File: src/rtl/jtcps1_vram_srv_if.sv
// rtl/jtcps1_vram_srv_if.sv - DMA, CPU and SDRAM bus signals of the CPS1 VRAM responder
interface jtcps1_vram_srv_if #(
  parameter int AW = 17
);
  logic          br;
  logic          bg;
  logic          vram_cs;
  logic [AW:1]   vram_addr;
  logic [15:0]   vram_data;
  logic          vram_ok;
  logic          vram_clr;
  logic          cpu_cs;
  logic          cpu_rnw;
  logic [AW:1]   cpu_addr;
  logic [15:0]   cpu_din;
  logic [1:0]    cpu_dsn;
  logic [15:0]   cpu_dout;
  logic          cpu_ok;
  logic          mem_req;
  logic          mem_we;
  logic [AW:1]   mem_addr;
  logic [15:0]   mem_din;
  logic [1:0]    mem_dsn;
  logic [15:0]   mem_dout;
  logic          mem_rdy;

  modport slave (
    input  br, vram_cs, vram_addr, vram_clr,
    input  cpu_cs, cpu_rnw, cpu_addr, cpu_din, cpu_dsn,
    input  mem_dout, mem_rdy,
    output bg, vram_data, vram_ok, cpu_dout, cpu_ok,
    output mem_req, mem_we, mem_addr, mem_din, mem_dsn
  );

  modport master (
    output br, vram_cs, vram_addr, vram_clr,
    output cpu_cs, cpu_rnw, cpu_addr, cpu_din, cpu_dsn,
    output mem_dout, mem_rdy,
    input  bg, vram_data, vram_ok, cpu_dout, cpu_ok,
    input  mem_req, mem_we, mem_addr, mem_din, mem_dsn
  );
endinterface

File: src/rtl/jtcps1_vram_srv.sv
// rtl/jtcps1_vram_srv.sv - VRAM responder: grants the bus to the video DMA, serves its reads
// through a one-word latch and serves CPU accesses while the DMA does not own the bus.
module jtcps1_vram_srv #(
  parameter int AW      = 17,
  parameter int GNT_DLY = 1
) (
  input  logic                clk,
  input  logic                rst_n,
  jtcps1_vram_srv_if.slave    bus
);
  typedef enum logic [2:0] {IDLE, CPU, GWAIT, DMA, DRD} state_t;

  state_t       state, state_nx;
  logic [1:0]   cnt, cnt_nx;
  logic         valid, valid_nx;
  logic [AW:1]  lat_addr, lat_addr_nx;
  logic         bg_r, bg_nx;
  logic         cpu_ok_r, cpu_ok_nx;
  logic         mem_req_r, mem_req_nx;
  logic         mem_we_r, mem_we_nx;
  logic [15:0]  vram_data_r, vram_data_nx;
  logic [15:0]  cpu_dout_r, cpu_dout_nx;
  logic [15:0]  mem_din_r, mem_din_nx;
  logic [AW:1]  mem_addr_r, mem_addr_nx;
  logic [1:0]   mem_dsn_r, mem_dsn_nx;
  logic         hit;

  assign hit           = valid && (lat_addr == bus.vram_addr);
  assign bus.vram_ok   = bg_r & hit & ~bus.vram_clr;
  assign bus.bg        = bg_r;
  assign bus.vram_data = vram_data_r;
  assign bus.cpu_ok    = cpu_ok_r;
  assign bus.cpu_dout  = cpu_dout_r;
  assign bus.mem_req   = mem_req_r;
  assign bus.mem_we    = mem_we_r;
  assign bus.mem_addr  = mem_addr_r;
  assign bus.mem_din   = mem_din_r;
  assign bus.mem_dsn   = mem_dsn_r;

  always_comb begin
    state_nx     = state;
    cnt_nx       = cnt;
    valid_nx     = bus.vram_clr ? 1'b0 : valid;
    lat_addr_nx  = lat_addr;
    bg_nx        = bg_r;
    cpu_ok_nx    = 1'b0;
    mem_req_nx   = mem_req_r;
    mem_we_nx    = mem_we_r;
    vram_data_nx = vram_data_r;
    cpu_dout_nx  = cpu_dout_r;
    mem_din_nx   = mem_din_r;
    mem_addr_nx  = mem_addr_r;
    mem_dsn_nx   = mem_dsn_r;
    case (state)
      IDLE: begin
        if (bus.br) begin
          state_nx = GWAIT;
          cnt_nx   = 2'd0;
        // cpu_ok still high means cpu_cs belongs to the access just finished
        end else if (bus.cpu_cs && !cpu_ok_r) begin
          state_nx    = CPU;
          mem_req_nx  = 1'b1;
          mem_we_nx   = ~bus.cpu_rnw;
          mem_addr_nx = bus.cpu_addr;
          mem_din_nx  = bus.cpu_din;
          mem_dsn_nx  = bus.cpu_dsn;
        end
      end
      CPU: begin
        if (bus.mem_rdy) begin
          mem_req_nx = 1'b0;
          cpu_ok_nx  = 1'b1;
          if (!mem_we_r) cpu_dout_nx = bus.mem_dout;
          if (mem_we_r && mem_addr_r == lat_addr) valid_nx = 1'b0;
          state_nx = bus.br ? GWAIT : IDLE;
          cnt_nx   = 2'd0;
        end
      end
      GWAIT: begin
        if (!bus.br) begin
          state_nx = IDLE;
        end else if (cnt == 2'(GNT_DLY - 1)) begin
          bg_nx    = 1'b1;
          valid_nx = 1'b0;
          state_nx = DMA;
        end else begin
          cnt_nx = cnt + 2'd1;
        end
      end
      DMA: begin
        if (!bus.br) begin
          bg_nx    = 1'b0;
          state_nx = IDLE;
        end else if (bus.vram_cs && !hit) begin
          state_nx    = DRD;
          mem_req_nx  = 1'b1;
          mem_we_nx   = 1'b0;
          mem_addr_nx = bus.vram_addr;
          mem_dsn_nx  = 2'b00;
        end
      end
      DRD: begin
        bg_nx = bg_r & bus.br;
        // The SDRAM request always runs to completion; data is kept only if the grant survived
        if (bus.mem_rdy) begin
          mem_req_nx = 1'b0;
          if (bg_r && bus.br) begin
            vram_data_nx = bus.mem_dout;
            lat_addr_nx  = mem_addr_r;
            valid_nx     = 1'b1;
            state_nx     = DMA;
          end else begin
            state_nx = IDLE;
          end
        end
      end
      default: state_nx = IDLE;
    endcase
  end

  always_ff @(posedge clk) begin
    if (!rst_n) begin
      state       <= IDLE;
      cnt         <= 2'd0;
      valid       <= 1'b0;
      lat_addr    <= '0;
      bg_r        <= 1'b0;
      cpu_ok_r    <= 1'b0;
      mem_req_r   <= 1'b0;
      mem_we_r    <= 1'b0;
      vram_data_r <= 16'd0;
      cpu_dout_r  <= 16'd0;
      mem_din_r   <= 16'd0;
      mem_addr_r  <= '0;
      mem_dsn_r   <= 2'b11;
    end else begin
      state       <= state_nx;
      cnt         <= cnt_nx;
      valid       <= valid_nx;
      lat_addr    <= lat_addr_nx;
      bg_r        <= bg_nx;
      cpu_ok_r    <= cpu_ok_nx;
      mem_req_r   <= mem_req_nx;
      mem_we_r    <= mem_we_nx;
      vram_data_r <= vram_data_nx;
      cpu_dout_r  <= cpu_dout_nx;
      mem_din_r   <= mem_din_nx;
      mem_addr_r  <= mem_addr_nx;
      mem_dsn_r   <= mem_dsn_nx;
    end
  end
endmodule
File: src/flat_wrapper.sv
// flat-port wrapper written by rule: the top's interface ports become plain ports
module jtcps1_vram_srv_flat 
#(
  parameter int AW      = 17,
  parameter int GNT_DLY = 1
)
  (clk, rst_n, bus_br, bus_vram_cs, bus_vram_addr, bus_vram_clr, bus_cpu_cs, bus_cpu_rnw, bus_cpu_addr, bus_cpu_din, bus_cpu_dsn, bus_mem_dout, bus_mem_rdy, bus_bg, bus_vram_data, bus_vram_ok, bus_cpu_dout, bus_cpu_ok, bus_mem_req, bus_mem_we, bus_mem_addr, bus_mem_din, bus_mem_dsn);
  jtcps1_vram_srv_if #(.AW(AW)) bus_i ();
  input  logic clk;
  input  logic rst_n;
  input wire logic [$bits(bus_i.br)-1:0] bus_br;
  input wire logic [$bits(bus_i.vram_cs)-1:0] bus_vram_cs;
  input wire logic [$bits(bus_i.vram_addr)-1:0] bus_vram_addr;
  input wire logic [$bits(bus_i.vram_clr)-1:0] bus_vram_clr;
  input wire logic [$bits(bus_i.cpu_cs)-1:0] bus_cpu_cs;
  input wire logic [$bits(bus_i.cpu_rnw)-1:0] bus_cpu_rnw;
  input wire logic [$bits(bus_i.cpu_addr)-1:0] bus_cpu_addr;
  input wire logic [$bits(bus_i.cpu_din)-1:0] bus_cpu_din;
  input wire logic [$bits(bus_i.cpu_dsn)-1:0] bus_cpu_dsn;
  input wire logic [$bits(bus_i.mem_dout)-1:0] bus_mem_dout;
  input wire logic [$bits(bus_i.mem_rdy)-1:0] bus_mem_rdy;
  output wire logic [$bits(bus_i.bg)-1:0] bus_bg;
  output wire logic [$bits(bus_i.vram_data)-1:0] bus_vram_data;
  output wire logic [$bits(bus_i.vram_ok)-1:0] bus_vram_ok;
  output wire logic [$bits(bus_i.cpu_dout)-1:0] bus_cpu_dout;
  output wire logic [$bits(bus_i.cpu_ok)-1:0] bus_cpu_ok;
  output wire logic [$bits(bus_i.mem_req)-1:0] bus_mem_req;
  output wire logic [$bits(bus_i.mem_we)-1:0] bus_mem_we;
  output wire logic [$bits(bus_i.mem_addr)-1:0] bus_mem_addr;
  output wire logic [$bits(bus_i.mem_din)-1:0] bus_mem_din;
  output wire logic [$bits(bus_i.mem_dsn)-1:0] bus_mem_dsn;
  assign bus_i.br = bus_br;
  assign bus_i.vram_cs = bus_vram_cs;
  assign bus_i.vram_addr = bus_vram_addr;
  assign bus_i.vram_clr = bus_vram_clr;
  assign bus_i.cpu_cs = bus_cpu_cs;
  assign bus_i.cpu_rnw = bus_cpu_rnw;
  assign bus_i.cpu_addr = bus_cpu_addr;
  assign bus_i.cpu_din = bus_cpu_din;
  assign bus_i.cpu_dsn = bus_cpu_dsn;
  assign bus_i.mem_dout = bus_mem_dout;
  assign bus_i.mem_rdy = bus_mem_rdy;
  assign bus_bg = bus_i.bg;
  assign bus_vram_data = bus_i.vram_data;
  assign bus_vram_ok = bus_i.vram_ok;
  assign bus_cpu_dout = bus_i.cpu_dout;
  assign bus_cpu_ok = bus_i.cpu_ok;
  assign bus_mem_req = bus_i.mem_req;
  assign bus_mem_we = bus_i.mem_we;
  assign bus_mem_addr = bus_i.mem_addr;
  assign bus_mem_din = bus_i.mem_din;
  assign bus_mem_dsn = bus_i.mem_dsn;
  jtcps1_vram_srv #(.AW(AW), .GNT_DLY(GNT_DLY)) u_core (.clk(clk), .rst_n(rst_n), .bus(bus_i));
endmodule
File: config.mk
export PLATFORM = sky130hd
export DESIGN_NAME = jtcps1_vram_srv_flat
export DESIGN_NICKNAME = d
export VERILOG_FILES = /design/src/rtl/jtcps1_vram_srv_if.sv /design/src/rtl/jtcps1_vram_srv.sv /design/src/flat_wrapper.sv
export SDC_FILE = /design/constraint.sdc
export NUM_CORES = 1
export LEC_CHECK = 0
export ABC_AREA = 1
export BUFFER_PORTS_ARGS = -buffer_cell sky130_fd_sc_hd__buf_2
export CAP_MARGIN = 20
export CORE_UTILIZATION = 50
export CTS_CLUSTER_DIAMETER = 150
export DETAILED_ROUTE_END_ITERATION = 10
export PLACE_DENSITY_LB_ADDON = 0.1
export SYNTH_ARGS = -nofsm -noshare
export SYNTH_HDL_FRONTEND = slang
export SYNTH_SLANG_ARGS = --single-unit
File: constraint.sdc
create_clock -name clk -period 1.85 [get_ports clk]
set_clock_uncertainty 0.15 [all_clocks]
set_input_delay 0.185 -clock clk [delete_from_list [all_inputs] [get_ports clk]]
set_output_delay 0.185 -clock clk [all_outputs]
set_load 0.02 [all_outputs]
* After elaboration in Yosys (flattened, before gate mapping)
Index checks and enable logic that the tools add are counted.
Storage, ports and cells: input bits 76, word-level logic and storage cells 115, register bits 94
Cells by class: bitwise logic cells 7, multiplexer cells 50, add/subtract/negate cells 1, eq/ne operators 21, reduce and logical (&&, ||, !) cells 23
Operators with widths (number):
- 17-bit two-way mux | 4
- 17-bit == test | 2
- 17-bit one-hot mux with 2 select lines | 1
- 3-bit two-way mux | 8
- 1-bit two-way mux | 20
- 2-bit two-way mux | 10
- 2-bit inequality test (second input constant) | 8
- 3-bit one-hot mux with 5 select lines | 1
- 5-bit AND reduction | 3
- 3-bit by 2-bit inequality test with 1-bit output (second input constant) | 3
- 1-bit one-hot mux with 3 select lines | 3
- 3-bit AND reduction | 3
- 3-bit nonzero test | 3
- 2-bit by 1-bit inequality test with 1-bit output (second input constant) | 4
- 3-bit by 2-bit == test with 1-bit output (second input constant) | 2
- 2-bit one-hot mux with 3 select lines | 1
- 6-bit AND reduction | 1
- 1-bit logical AND | 5
- 1-bit NOT | 4
- 2-bit one-hot mux with 2 select lines | 1
- 4-bit AND reduction | 1
- 1-bit bitwise AND | 3
- 3-bit by 1-bit == test with 1-bit output (second input constant) | 1
- 3-bit == test (second input constant) | 1
- other kinds (8) | 9

* Logic depth before layout (Yosys ltp)
Gate-level depths: netlist of run 1.
word-level depth 7, depth in mapped cells 14, mapped depth without buffers 13

* Least setup slack after synthesis of run 1
OpenSTA, ideal clock, no wires.
path type flip-flop to output port, from register u_core.lat_addr[5] (netlist bit), to output port bus_vram_ok, cell stages (with the launch flop) 9, arrival time 1341 ps, slack 174 ps, path buffers 0, path through dfxtp_1 > inv_2 > nand2_1 > nand2_1 > nor2_1 > nand2_1 > nor2_1 > nand3_2 > nor3b_1
On the way: word-level cells in the longest chain between the ends 4
RTL lines:
- from (decl) | line jtcps1_vram_srv.sv:16 | logic [AW:1] lat_addr, lat_addr_nx;
- from (signal assigned) | line jtcps1_vram_srv.sv:140 | lat_addr <= lat_addr_nx;
- 17-bit == test | line jtcps1_vram_srv.sv:28 | assign hit = valid && (lat_addr == bus.vram_addr);
- 1-bit logical AND | line jtcps1_vram_srv.sv:28
- 1-bit bitwise AND (2 in a row) | line jtcps1_vram_srv.sv:29 | assign bus.vram_ok = bg_r & hit & ~bus.vram_clr;
- to (decl) | line flat_wrapper.sv:24 | output wire logic [$bits(bus_i.vram_ok)-1:0] bus_vram_ok;
No other way between the ends.

* Worst setup path in the final report of run 1
Ends and elaborated chain as after synthesis.

==> impl_metrics.ini, run 1 <==
[setup_path]
critical_path_class = register to output pin
endpoint_kind = output pin
crit_arrival_ps = 1640
slowest_stage = dfxtp_2
crit_end = bus_vram_ok
cp_max_fo = 4
r2r_setup_slack_ps = -40
critPathMaxStageDelay_ps = 360
startpoint = u_core.lat_addr[5]$_SDFFE_PN0P_
r2r-start = u_core.lat_addr[5]$_SDFFE_PN0P_
worst_r2r_endpoint = u_core.bus.mem_addr[2]$_SDFFE_PN0P_
r2r_cells = 15
crit_required_ps = 1510
cp_common_cell = nand2_1
worstSetupStartpointType = register
crit_chain = inv_2 -> nand2_1 -> nand2_1 -> nor2_2 -> nand2_1 -> nor2_2 -> nand3_2 -> nor3b_2 -> buf_4

[clock_tree]
numCtsBuffers = 9
htree_levels = 3
cts_buffer_depth = 2
cts.reportedPaths.clkPinSlew_ps = 100
cts-root-buf = clkbuf_8
clk_latency_ps = 350
cts_tree = built
clock-sinks = 94

[finish]
stdcell_count = 959
fillers = 705
diodes = 0
drive_gt1_share_pct = 28.6
fin_nets = 927
area_growth_pct = 38.1

[detailed_routing]
drc = 0
wl_per_cell_um = 14.0
drtIter0Drc = 254
vias = 4940
routed_wl_mm = 13.4
viasPerCell = 5.15
ant_nets = 0
firstDrtPassIters = 5

[floorplanning]
die_h_um = 95.5
core_area_um2 = 8340
start_util_pct = 52.4
pin_count = 148
std_cell_rows = 33
fp.dieW_um = 95.5
design.die.area_um2 = 9110

[run]
drv_cap = 0

[status]
status = finished, violations left
violations = negative setup slack

[logic_synthesis]
syn_area_per_cell_um2 = 6.67
synth_top_area_share_pct = 43.1
postSynthCellCount = 655
ys_types = 35
syn-num-nets = 732
syn_area_um2 = 4370
yosysTopAreaCell = dfxtp_1
synth_area_leaders = dfxtp_1 43%, nor2_1 14%, nand2_1 12%
yosys_warnings = 0
seq_area_frac_synth_pct = 43.1
ys_ff_latch = 94

[pwr]
ir_drop_uv = 713
power_density_nw_per_um2 = 1120
total_leakage_power_uw = 0.00318
design_power_total_uw = 6770

[grt]
gr-total-overflow = 0
grt_max_degree = 46
grt.total_usage_pct = 29.0
grt_pass1_vias = 4372
antenna_found_initial = 0
grt_pass1_wl_mm = 20.3

[timing]
grt_setup_unrepaired = yes
setup_slack_ps = -128
drv_slew = 0
worst_slew_pin_slew_ps = 493
fin_hold_ws_ps = 12.3
slew_headroom_pct = 67.1
tns_ps = -330
finalCritPeriodShare_pct = 107
post-route-min-period_ps = 1980
clock.fmax_ghz = 0.506
hold_violations = 0
setup_viol = 12

[placed_design]
hpwl_mm = 8.94
dp_cells = 897
numPortBuffers = 147
pre_cts_slack_ps = 15.8
routabilityCongestion = 0.934

[min_path]
hold_depth = 5
hold_class = input port to register
## metal layers
layer  wire length [um]  part of all wire [%]  vias to the layer above  track usage [%]
li1                   -                     -                     2453                -
met1               5730                    43                     2252             36.7
met2               6250                    47                      204             47.5
met3               1020                   7.6                       31             7.34
met4                377                   2.8                        0             10.4
met5                  0                     0                        -                0
## stage by stage
step                      area [um^2]  util [%]
after global routing             6030      72.3
after CTS                        5830      69.9
after detailed placement         5250      62.9
after global placement           5250      62.9
after floorplan                  4370         -
final                            6030      72.3
## cells in the mapped netlist
library cell,number
a21oi_4,1
a211oi_1,4
nor2_4,2
nor3_4,1
nor3_1,3
a31oi_1,1
nor3b_1,1
inv_2,11
nor2_2,1
inv_1,60
o22ai_1,7
o221ai_1,1
nand2_1,137
nor2_1,162
buf_6,3
clkbuf_1,10
nand3_4,1
o21ai_1,1
ha_1,1
or2_1,2
buf_4,1
xnor2_1,2
dfxtp_1,94
xor2_1,2
buf_1,3
or2_2,1
nand4_1,6
buf_2,11
o211a_1,1
a21oi_1,25
nand2_2,2
o21ai_0,84
nand3_2,3
o2111ai_1,1
nand3_1,9
## final cells by class
type | instances | area [um^2] | area share, %
Multi-Input combinational cell | 462 | 2120 | 35.2
Sequential cell | 94 | 1910 | 31.6
Timing Repair Buffer | 212 | 1400 | 23.2
Inverter | 71 | 273 | 4.52
Tap cell | 105 | 131 | 2.18
Clock buffer | 9 | 124 | 2.05
Clock inverter | 6 | 71.3 | 1.18
## critical path: cells and delay by family (launching register included)
| family | cells | cell delay [ps] |
|---|---|---|
| flip-flops | 1 | 360 |
| AND/OR/NAND/NOR | 7 | 720 |
| buffers and inverters | 2 | 220 |
## sequential cells by signal, indices dropped and copies added, names as in the netlist
| name | count |
|---|---|
| u_core.bus.bg | 1 |
| u_core.bus.cpu_dout | 16 |
| u_core.bus.cpu_ok | 1 |
| u_core.bus.mem_addr | 17 |
| u_core.bus.mem_din | 16 |
| u_core.bus.mem_dsn | 2 |
| u_core.bus.mem_req | 1 |
| u_core.bus.mem_we | 1 |
| u_core.bus.vram_data | 16 |
| u_core.cnt | 2 |
| u_core.lat_addr | 17 |
| u_core.state | 3 |
| u_core.valid | 1 |
## worst min path at each step
| stage | start | endpoint | slack (ps) |
|---|---|---|---|
| floorplan | bus_cpu_dsn[0] | u_core.bus.mem_dsn[0]$_SDFFE_PN1P_ | 160 |
| global placement | bus_cpu_dsn[1] | u_core.bus.mem_dsn[1]$_SDFFE_PN1P_ | 250 |
| detailed placement | bus_cpu_dsn[1] | u_core.bus.mem_dsn[1]$_SDFFE_PN1P_ | 250 |
| CTS | rst_n | u_core.bus.mem_addr[8]$_SDFFE_PN0P_ | 4 |
| global route | rst_n | u_core.bus.mem_addr[8]$_SDFFE_PN0P_ | 10 |
| finish | bus_cpu_addr[16] | u_core.bus.mem_addr[17]$_SDFFE_PN0P_ | 10 |
## placed cells by master (no fill, tap or decap), types with 3 or more instances in the layout
cell type	n
a211oi_1	4
a21oi_1	25
buf_12	3
buf_2	146
buf_4	23
clkbuf_8	9
clkinvlp_4	3
dfxtp_1	80
dfxtp_2	11
dfxtp_4	3
dlygate4sd3_1	35
inv_1	57
inv_2	12
nand2_1	132
nand2_2	6
nand3_1	9
nand4_1	6
nor2_1	156
nor2_2	6
nor2_4	3
nor3_1	3
o21ai_0	84
o22ai_1	7
## power by group
part | total [uW] | switching, uW | internal [uW]
logic | 2750 | 1690 | 1060
registers | 2630 | 254 | 2380
clock network | 1380 | 757 | 628
total | 6770 | 2700 | 4060
## repair_timing
item                                   CTS  global route
gates cloned                             0             2
pin swaps                                6            16
hold buffers                            35             0
buffers inserted                         1             9
gates resized for setup                 16            25
setup endpoints to repair                4            72
endpoints found under the hold margin   51             0
## cells by family after synthesis
group / count (synthesis) / synth area share [%]
AOI/OAI and AO/OA: 126 / 15.4
DFF: 94 / 43.1
buffers and inverters: 99 / 9.43
xor gates and xnor gates: 4 / 0.802
and+or+nand+nor: 331 / 30.9
adders and majority gates: 1 / 0.286
No activity file was read; power rests on OpenSTA's default activity.
==> run 2: changes to the inputs <==
Settings changed: REMOVE_ABC_BUFFERS from default to 1.
==> impl_metrics.ini, run 2 (synthesis results as in run 1) <==
[grt]
grt_pass1_wl_mm = 20.3
grt_max_degree = 45
grt.total_usage_pct = 28.5
gr-total-overflow = 0
grt_pass1_vias = 4535
antenna_found_initial = 0

[floorplanning]
pin_count = 148
fp.dieW_um = 95.5
std_cell_rows = 33
core_area_um2 = 8340
die_h_um = 95.5
start_util_pct = 52.4
design.die.area_um2 = 9110

[clock_tree]
clock-sinks = 94
htree_levels = 3
cts-root-buf = clkbuf_8
clk_latency_ps = 370
cts_buffer_depth = 2
numCtsBuffers = 9
cts_tree = built
cts.reportedPaths.clkPinSlew_ps = 100

[placed_design]
post_dp_cell_area_um2 = 5270
routabilityCongestion = 0.843
hpwl_mm = 8.50
numPortBuffers = 147

[status]
violations = negative setup slack
status = finished, violations left

[detailed_routing]
routed.top_layer = met4
routed_wl_mm = 13.4
wl_met1_mm = 5.67
dr_wl_met3_mm = 1.18
dr_wl_met2_mm = 6.37
vias = 4884
firstDrtPassIters = 5
viasPerCell = 5.09
wl_per_cell_um = 13.9
drtIter0Drc = 201
ant_nets = 0
drc = 0

[setup_path]
path_delay_family = simple AND/OR/NAND/NOR gates
startpoint = u_core.lat_addr[7]$_SDFFE_PN0P_
cp_max_fo = 4
critical_path_class = register to output pin
slowest_stage = dfxtp_1
crit_required_ps = 1510
crit_chain = inv_1 -> nand2_1 -> nand4_1 -> nor2_1 -> nand3_2 -> nor3b_2 -> buf_4
endpoint_kind = output pin
worst_r2r_endpoint = u_core.bus.mem_addr[9]$_SDFFE_PN0P_
crit_end = bus_vram_ok
critPathMaxStageDelay_ps = 400
crit_arrival_ps = 1650
r2r_setup_slack_ps = -100
crit_cells = 7
r2r_cells = 13
r2r-start = u_core.lat_addr[7]$_SDFFE_PN0P_
worstSetupStartpointType = register
path_buf_inv = 2

[finish]
layout_commonest_cell = nor2_1
drive_gt1_share_pct = 28.3
postLayoutCellArea_um2 = 6060
fillers = 695
fin_nets = 927
layout_common_cells = 158 x nor2_1, 146 x buf_2, 134 x nand2_1
area_growth_pct = 38.9
diodes = 0

[pwr]
power_density_nw_per_um2 = 1120
total_leakage_power_uw = 0.00321
ir_drop_uv = 682
design_power_total_uw = 6770

[timing]
tns_ps = -1060
grt_setup_unrepaired = yes
fin_hold_ws_ps = 6.70
finalCritPeriodShare_pct = 107
post-route-min-period_ps = 1990
drv_slew = 0
slew_headroom_pct = 66.5
worst_slew_pin_slew_ps = 502
clock.fmax_ghz = 0.504
setup_viol = 19
hold_violations = 0
setup_slack_ps = -135

[run]
drv_cap = 0

[min_path]
hold_class = input port to register
## run 2: cell count changes in the layout (fill, tap and decap cells not counted), moves of 2 or more
cell        change
nor2_1          +2
clkinvlp_4      -2
nand2_2         -3
buf_4           -2
dfxtp_4         -3
nor2_2          -2
buf_12          +2
clkbuf_16       +2
nand2_1         +2
inv_8           +2
dfxtp_2         +3
## run 2: worst min-delay path by stage
| stage | from | endpoint | slack (ps) | cells past startpoint |
|---|---|---|---|---|
| global route | bus_cpu_addr[14] | u_core.bus.mem_addr[15]$_SDFFE_PN0P_ | 40 | 5 |
| detailed placement | bus_cpu_dsn[0] | u_core.bus.mem_dsn[0]$_SDFFE_PN1P_ | 260 | 3 |
| finish | bus_cpu_addr[5] | u_core.bus.mem_addr[6]$_SDFFE_PN0P_ | 7 | 5 |
| floorplan | rst_n | u_core.bus.mem_dsn[0]$_SDFFE_PN1P_ | 120 | 1 |
| global placement | bus_cpu_dsn[1] | u_core.bus.mem_dsn[1]$_SDFFE_PN1P_ | 250 | 3 |
| CTS | bus_cpu_addr[14] | u_core.bus.mem_addr[15]$_SDFFE_PN0P_ | 3 | 5 |
## run 2: metrics by stage
stage	instances	util (%)	setup WS, ps
final	960	72.7	-135
after global routing	960	72.7	-241
after CTS	948	70.1	-125
after detailed placement	896	63.1	17.9
after global placement	896	63.1	68.9
after floorplan	627	-	-417
## run 2: tightest hold or removal path, stage by stage
cell and delay (ps):
buf_2 80, nand2_1 40, o21ai_0 60, nor2_1 40, nor2_1 80
## run 2: what timing repair did
action                                  CTS  global route
pin swaps                                 0            11
hold buffers                             35             0
endpoints found under the hold margin    51             0
endpoints found under the setup margin    1            60
cloned                                    0             5
setup buffers                             1             7
gates resized for setup                  12            18
## run 2: metal layers
| layer | up-vias | global-route usage, % |
|---|---|---|
| li1 | 2454 | - |
| met1 | 2209 | 36.2 |
| met2 | 208 | 47.7 |
| met3 | 13 | 6.94 |
| met4 | 0 | 8.46 |
| met5 | - | 0 |
## run 2: power by group
group	internal, uW	switching, uW
Sequential	2380	256
Combinational	1080	1680
Clock	534	841
Total	4000	2780
## run 2: layout make-up
class                   count  area (um^2)  area share [%]
well taps                 105          131            2.17
multi-input cells         462         2120            34.9
flip-flops and latches     94         1900            31.3
inverters                  71          270            4.46
repair buffers            212         1450            23.9
clock buffers               9          124            2.04
clock inverters             7         73.8            1.22
